$ cat config.mk
export PLATFORM = sky130hd
export DESIGN_NAME = uart_rx_frame
export DESIGN_NICKNAME = d
export VERILOG_FILES = /design/src/rtl/uart_rx_frame.sv
export SDC_FILE = /design/constraint.sdc
export NUM_CORES = 1
export LEC_CHECK = 0
export ABC_AREA = 1
export BUFFER_PORTS_ARGS = -buffer_cell sky130_fd_sc_hd__buf_2
export CORE_MARGIN = 3
export CORE_UTILIZATION = 59
export DETAILED_ROUTE_END_ITERATION = 12
export PLACE_DENSITY = 0.84
export REMOVE_ABC_BUFFERS = 1
export SYNTH_ARGS = -nofsm -noshare
export SYNTH_HDL_FRONTEND = slang
export SYNTH_SLANG_ARGS = --single-unit
export TNS_END_PERCENT = 5
$ cat constraint.sdc
create_clock -name CLK -period 2.1 [get_ports CLK]
set_input_delay 0.21 -clock CLK [delete_from_list [all_inputs] [get_ports CLK]]
set_output_delay 0.21 -clock CLK [all_outputs]
set_load 0.005 [all_outputs]
$ cat src/rtl/uart_rx_frame.sv
// uart_rx_frame: oversampling UART receiver with start-glitch rejection, optional parity, stop check.
// Build option UART_RX_MAJORITY_EN: each bit is a 2-of-3 vote around the decision edge.
module uart_rx_frame #(
  parameter int unsigned Data_WD = 8
) (
  input  logic               CLK,
  input  logic               RST,
  input  logic               RX_IN,
  input  logic [5:0]         PRESCALE,
  input  logic               PAR_EN,
  input  logic               PAR_TYP,
  output logic [Data_WD-1:0] P_DATA,
  output logic               data_valid,
  output logic               par_err,
  output logic               stp_err
);

  localparam logic [3:0] LastBit = 4'(Data_WD - 1);

  typedef enum logic [2:0] {
    StIdle,
    StStart,
    StData,
    StParity,
    StStop,
    StBrkWait
  } state_e;

  state_e             state_q, state_d;
  logic               rx_meta_q, rx_s_q;
  logic [5:0]         prescale_q, prescale_d;
  logic               par_en_q, par_en_d;
  logic               par_typ_q, par_typ_d;
  logic [5:0]         edge_cnt_q, edge_cnt_d;
  logic [3:0]         bit_cnt_q, bit_cnt_d;
  logic [Data_WD-1:0] sh_q, sh_d;
  logic               par_bad_q, par_bad_d;
  logic [Data_WD-1:0] p_data_q, p_data_d;
  logic               valid_q, valid_d;
  logic               par_err_q, par_err_d;
  logic               stp_err_q, stp_err_d;

  logic [5:0] half;
  logic       dec_edge;
  logic       wrap;
  logic       bit_val;
  logic       counting;

  assign half     = {1'b0, prescale_q[5:1]};
  assign dec_edge = (edge_cnt_q == half + 6'd1);
  // The cap at 31 keeps every state moving even when the latched ratio is out of range.
  assign wrap     = (edge_cnt_q == prescale_q - 6'd1) || (edge_cnt_q == 6'd31);
  assign counting = (state_q == StStart) || (state_q == StData) ||
                    (state_q == StParity) || (state_q == StStop);

`ifdef UART_RX_MAJORITY_EN
  logic vote0_q, vote0_d;
  logic vote1_q, vote1_d;

  always_comb begin
    vote0_d = vote0_q;
    vote1_d = vote1_q;
    if (edge_cnt_q == half - 6'd1) vote0_d = rx_s_q;
    if (edge_cnt_q == half)        vote1_d = rx_s_q;
  end

  always_ff @(posedge CLK or negedge RST) begin
    if (!RST) begin
      vote0_q <= 1'b1;
      vote1_q <= 1'b1;
    end else begin
      vote0_q <= vote0_d;
      vote1_q <= vote1_d;
    end
  end

  assign bit_val = (vote0_q & vote1_q) | (vote0_q & rx_s_q) | (vote1_q & rx_s_q);
`else
  assign bit_val = rx_s_q;
`endif

  always_comb begin
    state_d    = state_q;
    prescale_d = prescale_q;
    par_en_d   = par_en_q;
    par_typ_d  = par_typ_q;
    edge_cnt_d = edge_cnt_q;
    bit_cnt_d  = bit_cnt_q;
    sh_d       = sh_q;
    par_bad_d  = par_bad_q;
    p_data_d   = p_data_q;
    valid_d    = 1'b0;
    par_err_d  = 1'b0;
    stp_err_d  = 1'b0;

    if (counting) edge_cnt_d = wrap ? 6'd0 : edge_cnt_q + 6'd1;

    unique case (state_q)
      StIdle: begin
        edge_cnt_d = 6'd0;
        if (!rx_s_q) begin
          state_d    = StStart;
          edge_cnt_d = 6'd1;
          bit_cnt_d  = 4'd0;
          par_bad_d  = 1'b0;
          prescale_d = PRESCALE;
          par_en_d   = PAR_EN;
          par_typ_d  = PAR_TYP;
        end
      end
      StStart: begin
        if (dec_edge && bit_val) begin
          state_d    = StIdle;
          edge_cnt_d = 6'd0;
        end else if (wrap) begin
          state_d = StData;
        end
      end
      StData: begin
        // LSB arrives first, so shifting in at the top leaves it at bit 0 after Data_WD bits.
        if (dec_edge) sh_d = {bit_val, sh_q[Data_WD-1:1]};
        if (wrap) begin
          bit_cnt_d = bit_cnt_q + 4'd1;
          if (bit_cnt_q == LastBit) begin
            bit_cnt_d = 4'd0;
            state_d   = par_en_q ? StParity : StStop;
          end
        end
      end
      StParity: begin
        if (dec_edge) par_bad_d = ((^sh_q) ^ par_typ_q) != bit_val;
        if (wrap) state_d = StStop;
      end
      StStop: begin
        if (dec_edge) begin
          edge_cnt_d = 6'd0;
          par_err_d  = par_bad_q;
          if (bit_val) begin
            state_d = StIdle;
            if (!par_bad_q) begin
              p_data_d = sh_q;
              valid_d  = 1'b1;
            end
          end else begin
            stp_err_d = 1'b1;
            state_d   = StBrkWait;
          end
        end else if (wrap) begin
          state_d = StIdle;
        end
      end
      StBrkWait: begin
        if (rx_s_q) state_d = StIdle;
      end
      default: state_d = StIdle;
    endcase
  end

  always_ff @(posedge CLK or negedge RST) begin
    if (!RST) begin
      rx_meta_q  <= 1'b1;
      rx_s_q     <= 1'b1;
      state_q    <= StIdle;
      prescale_q <= 6'd0;
      par_en_q   <= 1'b0;
      par_typ_q  <= 1'b0;
      edge_cnt_q <= 6'd0;
      bit_cnt_q  <= 4'd0;
      sh_q       <= '0;
      par_bad_q  <= 1'b0;
      p_data_q   <= '0;
      valid_q    <= 1'b0;
      par_err_q  <= 1'b0;
      stp_err_q  <= 1'b0;
    end else begin
      rx_meta_q  <= RX_IN;
      rx_s_q     <= rx_meta_q;
      state_q    <= state_d;
      prescale_q <= prescale_d;
      par_en_q   <= par_en_d;
      par_typ_q  <= par_typ_d;
      edge_cnt_q <= edge_cnt_d;
      bit_cnt_q  <= bit_cnt_d;
      sh_q       <= sh_d;
      par_bad_q  <= par_bad_d;
      p_data_q   <= p_data_d;
      valid_q    <= valid_d;
      par_err_q  <= par_err_d;
      stp_err_q  <= stp_err_d;
    end
  end

  assign P_DATA     = p_data_q;
  assign data_valid = valid_q;
  assign par_err    = par_err_q;
  assign stp_err    = stp_err_q;

endmodule

==> metrics.txt <==
detailed-placement wirelength estimate 3512 um; Post-Synth Simple-Gate Area 26.92%; Cell variety after synth 32; RSZ-0062 raised after global routing true; mux contribution to synthesized area 0.4632%; DRC viols 0; total power per unit cell area 1236 nW/um^2; Core Region 3826 um^2; critical path data required time 2.29 ns; CTS tree yes; internal power 1.935 mW; area leader, netlist dfrtp_1; final std cells w/o fill 381; area of the die 4927 um^2; Setup TNS 0 ns; CTS Buf Count 5; Post-Synth XOR/XNOR Area 6.845%; Area Growth Syn to Fin 13.54%; initial drt markers 162; Starting Density 63.54%; Hold Crit Class in -> reg; Worst Path Arrival 2.21 ns; Congestion Overflow GR 0; vias in the first global route 1,973; final hold vios 0; first-pass GRT wire length 8700 um; CTS H-tree lvls 2; Primary FF master, synth dfrtp_1; post-synthesis adder-cell area fraction 2.573%; number of max-cap violations 0; number of synthesized flops with an enable pin 0; DIE HEIGHT 70.19 um; fin crit period 2.020 ns; deepest clock path buffer count 2; Post-synth top cells nand2_1, inv_1, dfrtp_1; Hold Slack 0.007494 ns; top cell type's share of synthesized area 42.20%; final RePlAce weighted congestion 0.9061; CTS Root Cell clkbuf_8; crit path launch type register; Crit. End Element register; Total GRT Usage 21.90%; slowest library cell on the worst path dfrtp_1; die outline width 70.19 um; Place WS -0.008110 ns; fin crit share 96.17%; Setup violations, final 0; Worst Tran Pin Value 0.5367 ns; TritonCTS Sinks 43; Final WS setup 0.08044 ns; Max stage delay on crit path 0.42 ns; largest net degree at the start of global routing 24; most frequent cell after synthesis nand2_1; Final Max Tran Viols 0; placed cell count 370; Final Skew 0.008308 ns; Clock Latency Late Sink 0.30 ns; Detailed Route WL 4912 um; IO Pins 22; Cell Area, Synth 2431 um^2; crit path kind reg -> reg; Synth Instances 304; Comb power frac 45.6%; ANT nets after route 0; asr flop ratio synth 100.0%; post-synthesis compound-gate area fraction 9.727%; max frequency 495.2 MHz; sequential fraction of the synthesis area 44.36%; top post-synthesis cells by area dfrtp_1, nand2_1, inv_1; peak supply drop 0.6534 mV; Seq pwr share 34.3%; wire length per cell 12.89 um; row cnt 22; Cell Chain, Critical Path inv_2 -> ha_4 -> inv_2 -> nand2_1 -> nand2_1 -> nor2_2 -> nand3_2 -> nor2_4 -> nand4_1 -> nand2_2 -> nand3_2 -> nand2_2 -> nand2_2 -> nand2_1 -> nand2_1; share of layout cells above drive strength 1 21.62%; clock power share 20.0%; outcome finished, final reports clean; Port-buffer cells 21; switching portion of total power 43.26%; cell area after placement 2582 um^2; Sw Pwr 1.475 mW; leakage power 1.427 nW; main combinational cell family by area after synthesis simple AND/OR/NAND/NOR gates; Syn Area/Cell 7.997 um^2; diode count 0; Yosys warning total 0; most numerous cell on the critical path nand2_1; via density per instance 5.160; clk slew on worst S/H paths 0.08 ns; via count 1,966; nets 348; number of iterations in the first detailed-routing pass 4; CP max FO 5; relative slew slack 64.22%; synthesis-stage register bit count 43; initial antenna violation count 0; Finished Cell Area 2760 um^2
==> metal layers <==
| metal | vias to the layer above | global-route usage [%] | routed length [um] |
|---|---|---|---|
| li1 | 1008 | - | - |
| met1 | 910 | 26.51 | 2171 |
| met2 | 38 | 39.24 | 2480 |
| met3 | 10 | 4.173 | 177 |
| met4 | 0 | 6.596 | 82 |
| met5 | - | 0 | 0 |
==> metrics by stage <==
stage / power (mW) / util, %
3_5_place_dp: 2.604 / 67.50
4_1_cts: 3.298 / 70.96
2_1_floorplan: 2.282 / -
5_1_grt: 3.714 / 72.14
6_report: 3.410 / 72.14
3_3_place_gp: 2.540 / 67.50
==> worst max-delay path, delay by kind of cell (launching register included) <==
| family | cells | cell delay, ns |
|---|---|---|
| adder cells (fa/ha/maj) | 1 | 0.28 |
| buffers and inverters | 2 | 0.12 |
| AND/OR/NAND/NOR | 12 | 1.09 |
| flip-flops | 1 | 0.42 |
==> power groups by stage <==
stage	Clock, mW	Combinational, mW	Sequential (mW)
after floorplan	0	1.15	1.14
after global placement	0	1.37	1.17
final	0.683	1.56	1.17
after detailed placement	0	1.42	1.19
after global routing	0.722	1.80	1.19
after CTS	0.681	1.45	1.17
==> cells by family after synthesis <==
logic type,after synthesis
DFF,43
buffers and inverters,54
muxes,1
adders and majority gates,5
and+or+nand+nor,145
AOI/OAI and AO/OA,37
xor gates and xnor gates,19
==> flip-flops by register name, summed over array words and instances (netlist names) <==
register,count
par_typ_q,1
par_err,1
par_bad_q,1
bit_val,1
bit_cnt_q,4
par_en_q,1
rx_meta_q,1
edge_cnt_q,6
data_valid,1
P_DATA,8
state_q,3
prescale_q,6
stp_err,1
sh_q,8
==> timing repair <==
| item | 4_1_cts | 5_1_grt |
|---|---|---|
| hold endpoints to repair | 22 | 0 |
| setup endpoints to repair | 8 | 29 |
| hold buffers | 1 | 0 |
| pin swaps | 0 | 5 |
| buffers inserted | 0 | 2 |
| resized for setup | 1 | 7 |
==> path summary, 6_finish.rpt <==
path	cells after the start	slack [ns]	start	end
setup / recovery	15	0.08	prescale_q[2]	state_q[2]
max in group asynchronous	3	1.10	RST	rx_meta_q
min in group asynchronous	2	0.42	RST	prescale_q[1]
hold / removal	1	0.007	RX_IN	rx_meta_q
setup reg to reg	15	0.08	prescale_q[2]	state_q[2]
hold reg to reg	0	0.36	rx_meta_q	bit_val
==> layout make-up <==
| cell class | count | area [um^2] |
|---|---|---|
| inverter | 50 | 187.7 |
| sequential | 43 | 1079 |
| fill | 290 | 1066 |
| multi-input combinational | 207 | 1166 |
| clock buffer | 6 | 82.58 |
| timing repair buffer | 25 | 150.1 |
| tap | 48 | 60.06 |
| clock inverter | 2 | 35.03 |
==> placed cells by master, fill, tap and decap left out <==
master         synthesis  layout
mux2_2                 1       1
nand4_1                5       5
nor3b_1                1       1
and2_1                 1       1
nand2_4                1       2
buf_2                  0      21
ha_4                   0       1
bufinv_16              0       1
xnor2_1                9       9
o311ai_2               1       1
clkinv_2               0       1
nor2_1                26      25
nor2_2                 3       3
inv_2                  6       8
nor2_4                 1       2
nand3_1               20      18
o21ai_4                1       1
nand2_1               72      72
a21oi_1                8       8
dlygate4sd3_1          0       1
nand2_2                7       6
clkbuf_8               0       6
or2_2                  1       1
o21ai_2                7       7
xor2_1                10      10
buf_4                  1       2
nand3_2                1       3
dfrtp_1               41      41
a211oi_1               1       1
ha_1                   5       4
buf_12                 0       1
dfstp_2                2       2
inv_1                 44      42
nor3_2                 2       2
o21ai_0               15      15
o21ai_1                4       4
nor3_1                 4       4
(Power assumes the default switching activity.)
